===== src/rtl/pp_pipeline_accel_mul_pipe_pkg.sv =====
// Shared helpers for the pipelined multiplier: stage-count check, product width
// and saturation bounds. Bounds are held in a wide signed type so any OUT_W compares cleanly.
package pp_pipeline_accel_mul_pkg;

  localparam int BOUND_W = 128;
  typedef logic signed [BOUND_W-1:0] bound_t;

  function automatic bit stage_ok(int n);
    return (n >= 1) && (n <= 6);
  endfunction

  function automatic int prod_width(int a_w, int b_w);
    return a_w + b_w;
  endfunction

  function automatic bound_t sat_max(int out_w, bit sgn);
    bound_t one;
    one = bound_t'(1);
    return sgn ? (one <<< (out_w - 1)) - one : (one <<< out_w) - one;
  endfunction

  function automatic bound_t sat_min(int out_w, bit sgn);
    bound_t one;
    one = bound_t'(1);
    return sgn ? -(one <<< (out_w - 1)) : '0;
  endfunction

endpackage


===== src/rtl/pp_pipeline_accel_mul_pipe_if.sv =====
// Operand/result handshake bundle for pp_pipeline_accel_mul_pipe.
interface pp_pipeline_accel_mul_pipe_if #(
  parameter int A_W   = 11,
  parameter int B_W   = 11,
  parameter int OUT_W = 22
);
  logic             in_valid;
  logic             in_ready;
  logic [A_W-1:0]   a;
  logic [B_W-1:0]   b;
  logic             out_valid;
  logic             out_ready;
  logic [OUT_W-1:0] p;
  logic             sat;

  modport master (
    output in_valid, a, b, out_ready,
    input  in_ready, out_valid, p, sat
  );

  modport slave (
    input  in_valid, a, b, out_ready,
    output in_ready, out_valid, p, sat
  );
endinterface


===== src/rtl/pp_pipeline_accel_mul_pipe_rndsat.sv =====
// Combinational round (PP_MUL_ROUND_EN: half-up), shift and saturate of the full product.
// Without PP_MUL_ROUND_EN the shift simply truncates the low SHIFT bits.
module pp_pipeline_accel_mul_rndsat
  import pp_pipeline_accel_mul_pkg::*;
#(
  parameter int PW         = 22,
  parameter int OUT_W      = 22,
  parameter int SHIFT      = 0,
  parameter int RES_SIGNED = 0
) (
  input  logic [PW-1:0]    prod,
  output logic [OUT_W-1:0] p,
  output logic             sat
);
  // Two guard bits keep the rounding add from wrapping in either signedness.
  localparam int XW = PW + 2;
  localparam bound_t MAXV = sat_max(OUT_W, RES_SIGNED != 0);
  localparam bound_t MINV = sat_min(OUT_W, RES_SIGNED != 0);
`ifdef PP_MUL_ROUND_EN
  localparam logic signed [XW-1:0] HALF =
    (SHIFT > 0) ? (XW'(1) << ((SHIFT > 0) ? SHIFT - 1 : 0)) : '0;
`endif

  logic signed [XW-1:0] ext;
  logic signed [XW-1:0] shf;
  bound_t               wide;

  always_comb begin
    ext = {{2{(RES_SIGNED != 0) && prod[PW-1]}}, prod};
`ifdef PP_MUL_ROUND_EN
    ext = ext + HALF;
`endif
    shf  = ext >>> SHIFT;
    wide = bound_t'(shf);
    p    = wide[OUT_W-1:0];
    sat  = 1'b0;
    if (wide > MAXV) begin
      p   = MAXV[OUT_W-1:0];
      sat = 1'b1;
    end else if (wide < MINV) begin
      p   = MINV[OUT_W-1:0];
      sat = 1'b1;
    end
  end
endmodule


===== src/rtl/pp_pipeline_accel_mul_pipe.sv =====
// NUM_STAGE-deep multiply/round/saturate pipeline with a global stall on out_ready.
// Optional half-up rounding is enabled by defining PP_MUL_ROUND_EN.
module pp_pipeline_accel_mul_pipe
  import pp_pipeline_accel_mul_pkg::*;
#(
  parameter int A_W       = 11,
  parameter int B_W       = 11,
  parameter int OUT_W     = 22,
  parameter int NUM_STAGE = 3,
  parameter int A_SIGNED  = 0,
  parameter int B_SIGNED  = 0,
  parameter int SHIFT     = 0
) (
  input logic clk,
  input logic reset,
  pp_pipeline_accel_mul_pipe_if.slave bus
);
  localparam int PW         = prod_width(A_W, B_W);
  localparam int RES_SIGNED = ((A_SIGNED != 0) || (B_SIGNED != 0)) ? 1 : 0;

  if (!stage_ok(NUM_STAGE)) begin : g_bad_stage
    $error("NUM_STAGE must be within 1..6");
  end

  logic                 advance;
  logic [NUM_STAGE-1:0] vld;
  logic [A_W-1:0]       op_a;
  logic [B_W-1:0]       op_b;
  logic signed [PW-1:0] a_x;
  logic signed [PW-1:0] b_x;
  logic [PW-1:0]        prod_c;
  logic [PW-1:0]        prod_last;
  logic [OUT_W-1:0]     rs_p;
  logic                 rs_sat;
  logic [OUT_W-1:0]     p_q;
  logic                 sat_q;

  assign advance       = !vld[NUM_STAGE-1] || bus.out_ready;
  assign bus.in_ready  = advance;
  assign bus.out_valid = vld[NUM_STAGE-1];
  assign bus.p         = p_q;
  assign bus.sat       = sat_q;

  always_ff @(posedge clk) begin
    if (reset) begin
      vld <= '0;
    end else if (advance) begin
      vld[0] <= bus.in_valid;
      for (int unsigned i = 1; i < NUM_STAGE; i++) vld[i] <= vld[i-1];
    end
  end

  // With a single stage the multiplier sits directly between the ports and the output register.
  if (NUM_STAGE >= 2) begin : g_in_reg
    logic [A_W-1:0] a_q;
    logic [B_W-1:0] b_q;
    always_ff @(posedge clk) begin
      if (advance) begin
        a_q <= bus.a;
        b_q <= bus.b;
      end
    end
    assign op_a = a_q;
    assign op_b = b_q;
  end else begin : g_in_comb
    assign op_a = bus.a;
    assign op_b = bus.b;
  end

  assign a_x    = {{B_W{(A_SIGNED != 0) && op_a[A_W-1]}}, op_a};
  assign b_x    = {{A_W{(B_SIGNED != 0) && op_b[B_W-1]}}, op_b};
  assign prod_c = a_x * b_x;

  if (NUM_STAGE >= 3) begin : g_prod_regs
    logic [PW-1:0] prod_q [NUM_STAGE-2];
    always_ff @(posedge clk) begin
      if (advance) begin
        prod_q[0] <= prod_c;
        for (int unsigned i = 1; i < NUM_STAGE - 2; i++) prod_q[i] <= prod_q[i-1];
      end
    end
    assign prod_last = prod_q[NUM_STAGE-3];
  end else begin : g_prod_comb
    assign prod_last = prod_c;
  end

  pp_pipeline_accel_mul_rndsat #(
    .PW         (PW),
    .OUT_W      (OUT_W),
    .SHIFT      (SHIFT),
    .RES_SIGNED (RES_SIGNED)
  ) u_rndsat (
    .prod (prod_last),
    .p    (rs_p),
    .sat  (rs_sat)
  );

  always_ff @(posedge clk) begin
    if (reset) begin
      p_q   <= '0;
      sat_q <= 1'b0;
    end else if (advance) begin
      p_q   <= rs_p;
      sat_q <= rs_sat;
    end
  end
endmodule


===== src/flat_wrapper.sv =====
// flat-port wrapper written by rule: the top's interface ports become plain ports
module pp_pipeline_accel_mul_pipe_flat import pp_pipeline_accel_mul_pkg::*;
#(
  parameter int A_W       = 11,
  parameter int B_W       = 11,
  parameter int OUT_W     = 22,
  parameter int NUM_STAGE = 3,
  parameter int A_SIGNED  = 0,
  parameter int B_SIGNED  = 0,
  parameter int SHIFT     = 0
)
  (clk, reset, bus_in_valid, bus_a, bus_b, bus_out_ready, bus_in_ready, bus_out_valid, bus_p, bus_sat);
  pp_pipeline_accel_mul_pipe_if #(.A_W(A_W), .B_W(B_W), .OUT_W(OUT_W)) bus_i ();
  input logic clk;
  input logic reset;
  input wire logic [$bits(bus_i.in_valid)-1:0] bus_in_valid;
  input wire logic [$bits(bus_i.a)-1:0] bus_a;
  input wire logic [$bits(bus_i.b)-1:0] bus_b;
  input wire logic [$bits(bus_i.out_ready)-1:0] bus_out_ready;
  output wire logic [$bits(bus_i.in_ready)-1:0] bus_in_ready;
  output wire logic [$bits(bus_i.out_valid)-1:0] bus_out_valid;
  output wire logic [$bits(bus_i.p)-1:0] bus_p;
  output wire logic [$bits(bus_i.sat)-1:0] bus_sat;
  assign bus_i.in_valid = bus_in_valid;
  assign bus_i.a = bus_a;
  assign bus_i.b = bus_b;
  assign bus_i.out_ready = bus_out_ready;
  assign bus_in_ready = bus_i.in_ready;
  assign bus_out_valid = bus_i.out_valid;
  assign bus_p = bus_i.p;
  assign bus_sat = bus_i.sat;
  pp_pipeline_accel_mul_pipe #(.A_W(A_W), .B_W(B_W), .OUT_W(OUT_W), .NUM_STAGE(NUM_STAGE), .A_SIGNED(A_SIGNED), .B_SIGNED(B_SIGNED), .SHIFT(SHIFT)) u_core (.clk(clk), .reset(reset), .bus(bus_i));
endmodule

===== config.mk =====
export PLATFORM = sky130hd
export DESIGN_NAME = pp_pipeline_accel_mul_pipe_flat
export DESIGN_NICKNAME = d
export VERILOG_FILES = /design/src/rtl/pp_pipeline_accel_mul_pipe_pkg.sv /design/src/rtl/pp_pipeline_accel_mul_pipe_if.sv /design/src/rtl/pp_pipeline_accel_mul_pipe_rndsat.sv /design/src/rtl/pp_pipeline_accel_mul_pipe.sv /design/src/flat_wrapper.sv
export SDC_FILE = /design/constraint.sdc
export NUM_CORES = 1
export LEC_CHECK = 0
export ABC_AREA = 1
export BUFFER_PORTS_ARGS = -buffer_cell sky130_fd_sc_hd__buf_2
export CORE_ASPECT_RATIO = 1.1
export CORE_MARGIN = 8
export CORE_UTILIZATION = 40
export CTS_CLUSTER_SIZE = 16
export DETAILED_ROUTE_END_ITERATION = 8
export PLACE_DENSITY = 0.58
export SLEW_MARGIN = 40
export SYNTH_ARGS = -nofsm -noshare
export SYNTH_HDL_FRONTEND = slang
export SYNTH_SLANG_ARGS = --single-unit
export TNS_END_PERCENT = 30

===== constraint.sdc =====
create_clock -name clk -period 4.3 [get_ports clk]
set_input_delay 0.215 -clock clk [delete_from_list [all_inputs] [get_ports clk]]
set_output_delay 0.215 -clock clk [all_outputs]
set_load 0.005 [all_outputs]

# Word-level counts from Yosys, hierarchy flattened
# Memories as Yosys holds them, arrays and structs flattened.
# Cells that the tools add are included.
# W data, S select, Z words.
[totals]
regBits = 48
ramBits = 22
input_bits = 26
output_inout_bits = 25
mem_count = 1
[op_classes]
mul = 1
n_lt_le_gt_ge = 2
n_mux = 6
reduce_logical = 2
[mem_list]
columns = ["name", "words", "width", "rd", "rd_clocked_by_memory_dff", "write_ports", "line_no", "text"]
rows = [
  ["u_core.g_prod_regs.prod_q", 1, 22, 1, 0, 1, "pp_pipeline_accel_mul_pipe.sv:75", "logic [PW-1:0] prod_q [NUM_STAGE-2];"],
]
[op_table]
columns = ["op", "n"]
rows = [
  ["$mux W22", 2],
  ["$gt A22 B22 Y1 const B", 1],
  ["$lt A22 B1 Y1 const B", 1],
  ["$mul A11 B11 Y22", 1],
  ["$mux W1", 4],
  ["$logic_not A1 Y1", 1],
  ["$logic_or A1 B1 Y1", 1],
]

# Longest topological paths before layout
# Gate-level depths: netlist of the first run.
[logic_depth]
ltp_word = 4
depth_mapped = 23

# Hierarchy
# From an unflattened synthesis of the first run, not the netlist that was laid out.
[unflattened]
cells_unflattened = 805
area_unflattened_um2 = 6628.9
[modules_own_cells]
columns = ["mod", "n_inst", "cells_per_inst", "area_each_um2", "seq_area_each_um2"]
rows = [
  ["pp_pipeline_accel_mul_pipe", 1, 781, 6535.0, 1841.8],
  ["pp_pipeline_accel_mul_rndsat", 1, 24, 93.8, 0.0],
]

# Least setup slack after synthesis of the first run
# Ideal clock, no wire load.
[synth_timing]
path_type = "reg2reg"
start = "register u_core.g_in_reg.b_q[10]"
end = "memory u_core.g_prod_regs.prod_q[0][20], data pin"
setup_ns = 0.252
t_arrival_ns = 4.377
required_time_ns = 4.048
setup_slack_ns = -0.329
path_stages_with_launch = 20
path_buffers = 1
synth_period_minus_slack_ns = 4.629
cell_sequence = "edfxtp_1 -> clkbuf_1 -> nand2_1 -> fa_1 -> fa_1 -> inv_1 -> fa_1 -> fa_1 -> inv_1 -> fa_1 -> inv_1 -> ha_1 -> nand2_1 -> inv_1 -> a21oi_1 -> nand3_2 -> nand2_1 -> nand2_1 -> nand2_1 -> nand2_1"
[synth_via]
elab_chain_len = 1
[synth_lines]
columns = ["element", "line_no", "text"]
rows = [
  ["start: declaration", "pp_pipeline_accel_mul_pipe.sv:56", "logic [B_W-1:0] b_q;"],
  ["start signal: assignment", "pp_pipeline_accel_mul_pipe.sv:60", "b_q <= bus.b;"],
  ["$mul A11 B11 Y22", "pp_pipeline_accel_mul_pipe.sv:72", "assign prod_c = a_x * b_x;"],
  ["named net u_core.prod_c[20]", "pp_pipeline_accel_mul_pipe.sv:31", "logic [PW-1:0] prod_c;"],
  ["end: declaration", "pp_pipeline_accel_mul_pipe.sv:75", ""],
]
# The timed path passes the listed nets, and every way through them passes these cells.

# Worst setup path in the final report of the first run
[layout_timing]
start = "register u_core.g_in_reg.a_q[7]"
end = "memory u_core.g_prod_regs.prod_q[0][12], data pin"
[layout_via]
elab_chain_len = 1
[layout_lines]
columns = ["element", "line_no", "text"]
rows = [
  ["start: declaration", "pp_pipeline_accel_mul_pipe.sv:55", "logic [A_W-1:0] a_q;"],
  ["start signal: assignment", "pp_pipeline_accel_mul_pipe.sv:59", "a_q <= bus.a;"],
  ["$mul A11 B11 Y22", "pp_pipeline_accel_mul_pipe.sv:72", ""],
  ["named net u_core.prod_c[12]", "pp_pipeline_accel_mul_pipe.sv:31", ""],
]
# The timed path passes the listed nets, and every way through them passes these cells.

==> impl_metrics.py, run 1 <==
metrics = {
    "timing": {
        "finalSetupViolCount": 12,
        "final_min_period_over_clock_period_pct": 106,
        "finalClockSkew_ns": 0.0125,
        "unrepaired_setup_endpoints_after_global_routing": "true",
        "slew_at_the_pin_closest_to_its_max_slew_limit_ns": 0.641,
        "hold_viol_final": 0,
        "fin_worst_hold_slack_ns": 0.0424,
        "setup_total_negative_slack_ns": -1.84,
        "clock.fmax_mhz": 220,
        "final.setup.worst_slack_ns": -0.245,
        "number_of_max_slew_violations_in_the_final_report": 0,
        "max-slew-margin-rel_pct": 57.2,
        "layout_min_cycle_time_ns": 4.55,
    },
    "cts": {
        "maximum_level_of_the_cts_h_tree": 3,
        "ctsLongestPathBuffers": 2,
        "cts-root-buf": "sky130_fd_sc_hd__clkbuf_16",
        "cts.reportedPaths.clkPinSlew_ns": 0.07,
        "clock_insertion_delay_worst_skew_ns": 0.34,
        "tritoncts_buffers": 9,
        "cts_sinks": 70,
        "cts_tree": "done",
    },
    "finish": {
        "multi_input_area_mm2": 0.00424,
        "final_layout_size_suffix_gt1_share_pct": 26.6,
        "top_library_cells_by_usage_in_the_layout_fill_and_taps_aside": "212 x sky130_fd_sc_hd__nand2_1, 195 x sky130_fd_sc_hd__inv_1, 76 x sky130_fd_sc_hd__fa_1",
        "syn2layout_area_growth_pct": 27.7,
        "area_of_all_sequential_standard_cells_mm2": 0.00184,
        "n_antenna_cell": 0,
        "final_non_filler_cells": 1116,
        "postLayoutCoreUtil_pct": 51.7,
        "layout.filler_cells": 1550,
        "finalNetCount": 1075,
        "post-route-cell-area_mm2": 0.00837,
        "mostFrequentLayoutCell": "sky130_fd_sc_hd__nand2_1",
    },
    "flow_run": {
        "max_cap_viol_count": 0,
    },
    "global_routing": {
        "globalRouteOverflowTotal": 0,
        "gr-usage-all-layers_pct": 14.5,
        "initial_antenna_violation_count": 0,
        "grt_start_max_net_pins": 43,
        "global_route_wire_length_before_repair_um": 24700,
        "first_global_vias": 5145,
    },
    "power_and_ir_drop": {
        "static-leakage-power_nw": 4.63,
        "finalPower_mw": 6.82,
        "peakVddDrop_v": 0.000531,
        "power_density_mw_per_mm2": 815,
    },
    "detailed_routing": {
        "finalWirelength_um": 14200,
        "ant_nets": 0,
        "maxUsedRoutingLayer": "met4",
        "detailroute.via_count": 5023,
        "wl_met3_um": 494,
        "routedLengthMet1_um": 6760,
        "routed_wire_length_per_instance_um": 12.8,
        "drt-vias-per-instance": 4.50,
        "drc": 0,
        "drt-pass1-iter-count": 4,
        "met2_length_um": 6730,
        "drtIter0Drc": 247,
    },
    "die": {
        "floorplan.core_area_mm2": 0.0162,
        "top_level_ports": 51,
        "start_util_pct": 40.5,
        "die-height_um": 150,
        "die_w_um": 138,
        "num_rows": 49,
        "fp.dieArea_mm2": 0.0207,
    },
    "worst_setup_path": {
        "critPathKind": "register to register",
        "endpoint_kind": "register",
        "start_kind": "register",
        "timing.critical_path.arrival_ns": 4.63,
        "crit_path_max_fanout": 5,
        "r2r_cells": 17,
        "rr_startpoint": "u_core.g_in_reg.a_q[7]",
        "critical_path.reg2reg.endpoint": "u_core.g_prod_regs.prod_q[0][12]",
        "register_to_register_setup_slack_ns": -0.25,
        "required_arrival_time_at_the_worst_endpoint_ns": 4.39,
    },
    "synth": {
        "synth_area_per_cell_um2": 8.30,
        "ys_seq_elements": 70,
        "synth.cell_area_mm2": 0.00656,
        "warnings_from_yosys": 0,
        "yosysSeqAreaShare_pct": 28.1,
        "postSynthNetCount": 956,
        "synth_cells": 790,
        "yosys.cell_types.count": 23,
    },
    "min_path": {
        "whs_endpoint": "u_core.g_in_reg.a_q[0]",
        "hold_path_startpoint": "bus_a[0]",
        "hold_path.class": "input port to register",
        "hold_depth": 1,
    },
    "placement": {
        "preCtsSetupSlack_ns": -0.296,
        "gp_congestion": 0.852,
        "port-buffer-count": 50,
        "dp_hpwl_um": 11100,
        "dp_cells": 1075,
        "instance_area_after_placement_mm2": 0.00750,
    },
    "run_status": {
        "status": "finished with violations",
        "violations": "setup timing",
    },
}
cell usage after synthesis:
library cell,instances,area share (%)
sky130_fd_sc_hd__inv_2,1,0.057
sky130_fd_sc_hd__o21bai_1,1,0.11
sky130_fd_sc_hd__dfxtp_1,26,7.9
sky130_fd_sc_hd__nand3_2,2,0.31
sky130_fd_sc_hd__xnor2_1,4,0.53
sky130_fd_sc_hd__a21oi_1,41,3.1
sky130_fd_sc_hd__clkbuf_1,25,1.4
sky130_fd_sc_hd__o21ai_0,4,0.31
sky130_fd_sc_hd__nor3_1,3,0.23
sky130_fd_sc_hd__buf_2,2,0.15
sky130_fd_sc_hd__ha_1,60,11
sky130_fd_sc_hd__and2_1,2,0.19
sky130_fd_sc_hd__xor2_1,7,0.94
sky130_fd_sc_hd__nor2_1,16,0.92
sky130_fd_sc_hd__inv_1,206,12
sky130_fd_sc_hd__buf_4,2,0.23
sky130_fd_sc_hd__nor2_2,2,0.19
sky130_fd_sc_hd__a211oi_1,1,0.11
sky130_fd_sc_hd__nand3_1,15,1.1
sky130_fd_sc_hd__fa_1,80,24
sky130_fd_sc_hd__nand2_1,242,14
sky130_fd_sc_hd__edfxtp_1,44,20
sky130_fd_sc_hd__nand2_2,4,0.38
area by class of cell:
| class | count | share of cell area (%) |
|---|---|---|
| tap | 204 | 3.05 |
| sequential | 70 | 22.0 |
| inverter | 207 | 9.32 |
| multi-input combinational | 484 | 50.7 |
| timing repair buffer | 137 | 11.4 |
| clock inverter | 2 | 0.135 |
| clock buffer | 12 | 3.45 |
critical path, cell delays in order, from the launching register on:
cell and delay (ns):
sky130_fd_sc_hd__edfxtp_1 0.50, sky130_fd_sc_hd__buf_6 0.14, sky130_fd_sc_hd__nand2_1 0.07, sky130_fd_sc_hd__fa_1 0.55, sky130_fd_sc_hd__inv_2 0.04, sky130_fd_sc_hd__fa_1 0.46, sky130_fd_sc_hd__fa_1 0.50, sky130_fd_sc_hd__fa_1 0.49
sky130_fd_sc_hd__inv_1 0.05, sky130_fd_sc_hd__fa_1 0.51, sky130_fd_sc_hd__inv_2 0.05, sky130_fd_sc_hd__ha_4 0.26, sky130_fd_sc_hd__nand2_4 0.10, sky130_fd_sc_hd__inv_4 0.04, sky130_fd_sc_hd__a21oi_4 0.16, sky130_fd_sc_hd__nand3_4 0.12
sky130_fd_sc_hd__buf_6 0.13, sky130_fd_sc_hd__xor2_1 0.13
layer usage:
| layer | global-route usage, % | up-vias |
|---|---|---|
| met2 | 24.6 | 82 |
| met3 | 2.71 | 17 |
| met5 | 0 | - |
| li1 | - | 2560 |
| met1 | 18.2 | 2364 |
| met4 | 5.27 | 0 |
timing repair:
| item | in CTS | in global routing |
|---|---|---|
| buffers inserted | 24 | 4 |
| resized for setup | 51 | 42 |
| hold buffers | 0 | 0 |
| endpoints found under the setup margin | 14 | 15 |
| pin swaps | 42 | 32 |
registers in the layout (all words and copies together), names as in the netlist:
signal	cells
u_core.bus.p	22
u_core.g_prod_regs.prod_q	22
u_core.bus.sat	1
u_core.vld	3
u_core.g_in_reg.a_q	11
u_core.g_in_reg.b_q	11
logic make-up after synthesis:
group           after synthesis  synth area share [%]
compound gates               47                  3.66
flops                        70                  28.1
simple gates                286                  17.2
fa+ha+maj                   140                  35.9
buf+inv                     236                  13.7
xor+xnor                     11                  1.47
worst max-delay path by stage:
stage,startpoint,endpoint,slack [ns]
2_1_floorplan,u_core.g_in_reg.a_q[3],u_core.g_prod_regs.prod_q[0][21],0.004
3_3_place_gp,u_core.g_in_reg.a_q[6],u_core.g_prod_regs.prod_q[0][20],-0.26
3_5_place_dp,u_core.g_in_reg.a_q[6],u_core.g_prod_regs.prod_q[0][20],-0.30
4_1_cts,u_core.g_in_reg.a_q[7],u_core.g_prod_regs.prod_q[0][16],-0.21
5_1_grt,u_core.g_in_reg.b_q[2],u_core.g_prod_regs.prod_q[0][18],-0.38
6_report,u_core.g_in_reg.a_q[7],u_core.g_prod_regs.prod_q[0][12],-0.25
power breakdown:
group	internal [mW]	total (mW)	leakage, nW	switching, mW
registers	1.03	1.10	0.683	0.0704
logic	2.28	4.94	3.79	2.67
clock network	0.470	0.771	0.151	0.301
Power figures use the tool's default switching activity.
==> inputs of run 2 (changes only) <==
- RECOVER_POWER: not set -> 25
- SKIP_CTS_REPAIR_TIMING: not set -> 1
==> run 2 against run 1 <==
Net effect: the flow still finishes with violations (setup timing); wire length grew 1.3%; utilization shrank 0.73 points; total power shrank 5.5%; via count grew 0.48%; sequential power is essentially flat; sequential share of layout area grew 0.32 points; clock skew is essentially flat; combinational power shrank 7.5%; largest cell class unchanged; largest power group unchanged.
==> impl_metrics.py, run 2 (synthesized netlist as in run 1, its figures left out) <==
metrics = {
    "timing": {
        "max-slew-margin-rel_pct": 56.7,
        "slew_at_the_pin_closest_to_its_max_slew_limit_ns": 0.648,
        "layout_min_cycle_time_ns": 4.57,
        "finalClockSkew_ns": 0.0126,
        "final.setup.worst_slack_ns": -0.266,
        "clock.fmax_mhz": 219,
        "number_of_max_slew_violations_in_the_final_report": 0,
        "unrepaired_setup_endpoints_after_global_routing": "true",
        "finalSetupViolCount": 12,
        "final_min_period_over_clock_period_pct": 106,
        "hold_viol_final": 0,
    },
    "detailed_routing": {
        "detailroute.via_count": 5047,
        "drc": 0,
        "drt-pass1-iter-count": 4,
        "finalWirelength_um": 14400,
        "routed_wire_length_per_instance_um": 12.9,
        "drtIter0Drc": 250,
        "drt-vias-per-instance": 4.51,
        "ant_nets": 0,
    },
    "power_and_ir_drop": {
        "comb_power_share_pct": 70.9,
        "share_seq_of_total_power_pct": 17.2,
        "power.internal_mw": 3.58,
        "power_density_mw_per_mm2": 781,
        "switchingPower_mw": 2.86,
        "power_switching_share_pct": 44.4,
        "peakVddDrop_v": 0.000481,
        "static-leakage-power_nw": 4.59,
        "clock_power_share_pct": 12.0,
    },
    "die": {
        "fp.dieArea_mm2": 0.0207,
        "floorplan.core_area_mm2": 0.0162,
        "die_w_um": 138,
        "die-height_um": 150,
        "start_util_pct": 40.5,
        "top_level_ports": 51,
        "num_rows": 49,
    },
    "cts": {
        "cts_sinks": 70,
        "cts_tree": "done",
        "clock_insertion_delay_worst_skew_ns": 0.34,
        "cts.reportedPaths.clkPinSlew_ns": 0.07,
        "ctsLongestPathBuffers": 2,
        "cts-root-buf": "sky130_fd_sc_hd__clkbuf_16",
        "tritoncts_buffers": 9,
        "maximum_level_of_the_cts_h_tree": 3,
    },
    "finish": {
        "finalNetCount": 1079,
        "final_layout_size_suffix_gt1_share_pct": 24.7,
        "postLayoutCoreUtil_pct": 51.0,
        "n_antenna_cell": 0,
        "layout.filler_cells": 1576,
        "syn2layout_area_growth_pct": 25.8,
        "mostFrequentLayoutCell": "sky130_fd_sc_hd__nand2_1",
        "top_library_cells_by_usage_in_the_layout_fill_and_taps_aside": "217 x sky130_fd_sc_hd__nand2_1, 196 x sky130_fd_sc_hd__inv_1, 80 x sky130_fd_sc_hd__buf_4",
    },
    "placement": {
        "port-buffer-count": 50,
        "gp_congestion": 0.852,
        "preCtsSetupSlack_ns": -0.296,
        "dp_hpwl_um": 11100,
    },
    "worst_setup_path": {
        "register_to_register_setup_slack_ns": -0.27,
        "required_arrival_time_at_the_worst_endpoint_ns": 4.40,
        "timing.critical_path.arrival_ns": 4.67,
        "start_kind": "register",
        "endpoint_kind": "register",
        "critPathKind": "register to register",
        "crit_path_max_fanout": 5,
    },
    "global_routing": {
        "gr-usage-all-layers_pct": 14.1,
        "grt_start_max_net_pins": 43,
        "global_route_wire_length_before_repair_um": 23900,
        "initial_antenna_violation_count": 0,
        "first_global_vias": 4964,
        "globalRouteOverflowTotal": 0,
    },
    "flow_run": {
        "max_cap_viol_count": 0,
    },
    "min_path": {
        "hold_path.class": "input port to register",
    },
    "run_status": {
        "status": "finished with violations",
        "violations": "setup timing",
    },
}
## run 2: cell count changes in the layout (fill, tap and decap cells not counted), sizes merged
cell | before | now
clkbuf | 12 | 20
buf | 137 | 133
## run 2: per-layer routing
metal  track usage [%]  share of wire (%)  vias to the layer above
li1                  -                  -                     2569
met1              18.0                 47                     2374
met2              23.6                 48                       88
met3              2.59                3.8                       16
met4              5.22                1.4                        0
met5                 0                  0                        -
## run 2: final timing paths
check | start | end | cells after the start
worst max register to register | u_core.g_in_reg.a_q[7] | u_core.g_prod_regs.prod_q[0][17] | 19
worst min register to register | u_core.bus.sat | u_core.bus.sat | 2
worst min-delay path | bus_b[6] | u_core.g_in_reg.b_q[6] | 1
worst max-delay path | u_core.g_in_reg.a_q[7] | u_core.g_prod_regs.prod_q[0][17] | 19
## run 2: power groups by stage
stage,sequential [mW],clock (mW),combinational [mW]
5_1_grt,1.12,0.815,5.20
3_3_place_gp,1.13,0,3.92
6_report,1.11,0.771,4.57
2_1_floorplan,1.10,0,2.82
4_1_cts,1.12,0.797,3.98
3_5_place_dp,1.13,0,3.94
## run 2: metrics by stage
step,total power [mW],cell area (um^2),std cells,hold slack (ns),setup TNS (ns)
2_1_floorplan,3.92,6800,790,0.314,0
3_5_place_dp,5.07,7500,1075,0.393,-2.83
3_3_place_gp,5.05,7500,1075,0.391,-2.38
6_report,6.45,8250,1120,0.0408,-2.33
4_1_cts,5.89,7800,1089,0.0231,-3.64
5_1_grt,7.14,8250,1120,0.0288,-4.66
## run 2: worst max-delay path: stages, from the launching register on
cell and delay (ns):
sky130_fd_sc_hd__edfxtp_1 0.39, sky130_fd_sc_hd__buf_4 0.18, sky130_fd_sc_hd__buf_4 0.13, sky130_fd_sc_hd__nand2_1 0.07, sky130_fd_sc_hd__fa_1 0.43, sky130_fd_sc_hd__fa_1 0.49, sky130_fd_sc_hd__inv_1 0.05, sky130_fd_sc_hd__fa_1 0.50
sky130_fd_sc_hd__fa_1 0.51, sky130_fd_sc_hd__inv_1 0.05, sky130_fd_sc_hd__fa_1 0.52, sky130_fd_sc_hd__inv_1 0.06, sky130_fd_sc_hd__ha_4 0.30, sky130_fd_sc_hd__nand2_2 0.07, sky130_fd_sc_hd__nor2_2 0.14, sky130_fd_sc_hd__nand3_2 0.11
sky130_fd_sc_hd__nand3_4 0.12, sky130_fd_sc_hd__nand2_2 0.06, sky130_fd_sc_hd__nand3_1 0.06, sky130_fd_sc_hd__nand2_1 0.06
## run 2: area by class of cell
| type | count | area [um^2] | share of cell area (%) |
|---|---|---|---|
| clock inverters | 2 | 11.3 | 0.137 |
| multi-input cells | 484 | 4120 | 50.0 |
| flip-flops and latches | 70 | 1840 | 22.3 |
| well taps | 204 | 255 | 3.09 |
| clock buffers | 12 | 289 | 3.50 |
| inverters | 207 | 777 | 9.42 |
| repair buffers | 141 | 953 | 11.6 |
==> inputs of run 3 (changes only) <==
- CORE_MARGIN: 8 -> not set
==> run 3 against run 2 <==
Net effect: the flow still finishes with violations (setup timing); clock power increased by 2.9%; design area fell by 3.4%; global-route usage increased by 3.8 points; sequential power hardly changed; sequential share of layout area rose by 0.79 points; hold slack got worse by 0.0019 ns; clock skew is 0.0048 ns lower; flip-flop and latch count did not move; non-clock buffer count down 21; total power is 5.4% lower; combinational power shrank 8.3%; utilization fell by 0.71 points; critical endpoint is now u_core.g_prod_regs.prod_q[0][21].
==> impl_metrics.py, run 3 (synthesized netlist as in run 1, its figures left out) <==
metrics = {
    "finish": {
        "syn2layout_area_growth_pct": 21.5,
        "area_of_all_sequential_standard_cells_mm2": 0.00184,
        "finalNetCount": 1058,
        "post-route-cell-area_mm2": 0.00797,
        "layout.filler_cells": 1541,
        "top_library_cells_by_usage_in_the_layout_fill_and_taps_aside": "225 x sky130_fd_sc_hd__nand2_1, 205 x sky130_fd_sc_hd__inv_1, 78 x sky130_fd_sc_hd__fa_1",
        "multi_input_area_mm2": 0.00401,
        "postLayoutCoreUtil_pct": 50.3,
        "mostFrequentLayoutCell": "sky130_fd_sc_hd__nand2_1",
        "n_antenna_cell": 0,
        "final_layout_size_suffix_gt1_share_pct": 20.3,
    },
    "power_and_ir_drop": {
        "static-leakage-power_nw": 4.48,
        "peakVddDrop_v": 0.000472,
        "power_density_mw_per_mm2": 765,
    },
    "worst_setup_path": {
        "critPathKind": "register to register",
        "required_arrival_time_at_the_worst_endpoint_ns": 4.40,
        "timing.critical_path.arrival_ns": 4.71,
        "crit_path_max_fanout": 7,
        "setup.worst_path.start": "u_core.g_in_reg.b_q[2]",
        "critical_path.reg2reg.endpoint": "u_core.g_prod_regs.prod_q[0][21]",
        "register_to_register_setup_slack_ns": -0.31,
        "start_kind": "register",
        "rr_startpoint": "u_core.g_in_reg.b_q[2]",
        "r2r_cells": 18,
        "endpoint_kind": "register",
        "worst_setup_path_endpoint": "u_core.g_prod_regs.prod_q[0][21]",
    },
    "detailed_routing": {
        "drc": 0,
        "detailroute.via_count": 4971,
        "ant_nets": 0,
        "routed_wire_length_per_instance_um": 12.5,
        "drt-vias-per-instance": 4.53,
        "drtIter0Drc": 183,
        "finalWirelength_um": 13700,
        "drt-pass1-iter-count": 4,
    },
    "timing": {
        "unrepaired_setup_endpoints_after_global_routing": "true",
        "hold_viol_final": 0,
        "slew_at_the_pin_closest_to_its_max_slew_limit_ns": 0.697,
        "clock.fmax_mhz": 217,
        "max-slew-margin-rel_pct": 53.4,
        "finalClockSkew_ns": 0.00789,
        "final_min_period_over_clock_period_pct": 107,
        "final.setup.worst_slack_ns": -0.306,
        "number_of_max_slew_violations_in_the_final_report": 0,
        "layout_min_cycle_time_ns": 4.61,
        "finalSetupViolCount": 12,
    },
    "placement": {
        "instance_area_after_placement_mm2": 0.00748,
        "gp_congestion": 0.833,
        "port-buffer-count": 50,
        "dp_hpwl_um": 11100,
    },
    "cts": {
        "cts.reportedPaths.clkPinSlew_ns": 0.06,
        "clock_insertion_delay_worst_skew_ns": 0.35,
        "tritoncts_buffers": 9,
        "cts_tree": "done",
        "ctsLongestPathBuffers": 2,
        "maximum_level_of_the_cts_h_tree": 3,
        "cts-root-buf": "sky130_fd_sc_hd__clkbuf_16",
        "cts_sinks": 70,
    },
    "flow_run": {
        "max_cap_viol_count": 0,
    },
    "die": {
        "fp.dieArea_mm2": 0.0169,
        "die_w_um": 124,
        "start_util_pct": 41.3,
        "num_rows": 48,
        "die-height_um": 136,
        "top_level_ports": 51,
        "floorplan.core_area_mm2": 0.0159,
    },
    "global_routing": {
        "initial_antenna_violation_count": 0,
        "gr-usage-all-layers_pct": 17.9,
        "first_global_vias": 5085,
        "global_route_wire_length_before_repair_um": 23300,
        "globalRouteOverflowTotal": 0,
        "grt_start_max_net_pins": 37,
    },
    "run_status": {
        "violations": "setup timing",
        "status": "finished with violations",
    },
    "min_path": {
        "hold_path.class": "input port to register",
    },
}
==> run 3: layer usage <==
metal | global-route usage [%] | share of wire (%) | up-vias
met1 | 22.3 | 47 | 2355
li1 | - | - | 2522
met4 | 6.61 | 2.0 | 0
met2 | 30.8 | 48 | 75
met3 | 3.06 | 2.8 | 19
met5 | 0 | 0 | -
==> run 3: final cells by class <==
| type | count | area share (%) |
|---|---|---|
| timing repair buffer | 120 | 9.64 |
| multi-input combinational | 484 | 50.4 |
| sequential | 70 | 23.1 |
| clock inverter | 4 | 0.361 |
| inverter | 207 | 9.75 |
| tap | 200 | 3.14 |
| clock buffer | 12 | 3.63 |
==> run 3: worst max-delay path: stages, from the launching register on <==
cell and delay, ns:
sky130_fd_sc_hd__edfxtp_1 0.57, sky130_fd_sc_hd__buf_4 0.18, sky130_fd_sc_hd__nand2_2 0.05, sky130_fd_sc_hd__fa_1 0.50, sky130_fd_sc_hd__fa_1 0.49, sky130_fd_sc_hd__inv_1 0.05
sky130_fd_sc_hd__fa_1 0.46, sky130_fd_sc_hd__fa_1 0.52, sky130_fd_sc_hd__inv_1 0.06, sky130_fd_sc_hd__fa_1 0.53, sky130_fd_sc_hd__inv_1 0.06, sky130_fd_sc_hd__ha_4 0.29
sky130_fd_sc_hd__nand2_2 0.07, sky130_fd_sc_hd__nor2_2 0.12, sky130_fd_sc_hd__nand3_1 0.10, sky130_fd_sc_hd__nand3_2 0.13, sky130_fd_sc_hd__nand2_2 0.06, sky130_fd_sc_hd__nand3_1 0.06
sky130_fd_sc_hd__nand2_1 0.05
==> run 3: worst min-delay path by stage <==
stage,from,end,slack (ns),depth (start not counted)
floorplan,bus_a[0],u_core.g_in_reg.a_q[0],0.31,0
global placement,bus_a[2],u_core.g_in_reg.a_q[2],0.39,1
detailed placement,bus_a[6],u_core.g_in_reg.a_q[6],0.39,1
CTS,bus_b[8],u_core.g_in_reg.b_q[8],0.03,1
global route,bus_b[5],u_core.g_in_reg.b_q[5],0.03,1
finish,bus_b[8],u_core.g_in_reg.b_q[8],0.04,1
==> run 3: through the flow <==
step                setup TNS (ns)  worst slack, ns  hold slack, ns  power, mW  instances
finish                       -3.08           -0.306          0.0389       6.10       1097
global route                 -5.87           -0.515          0.0273       6.76       1097
CTS                          -3.73           -0.387          0.0265       5.95       1085
detailed placement           -3.73           -0.377           0.393       5.13       1069
global placement             -3.01           -0.305           0.391       5.06       1069
floorplan                        0          0.00425           0.314       3.92        790
==> run 3: power by group <==
part / switching [mW] / total (mW) / internal, mW / leakage, nW
Clock: 0.312 / 0.793 / 0.480 / 0.160
Combinational: 2.28 / 4.19 / 1.92 / 3.64
Sequential: 0.0791 / 1.11 / 1.03 / 0.683
Total: 2.67 / 6.10 / 3.43 / 4.48
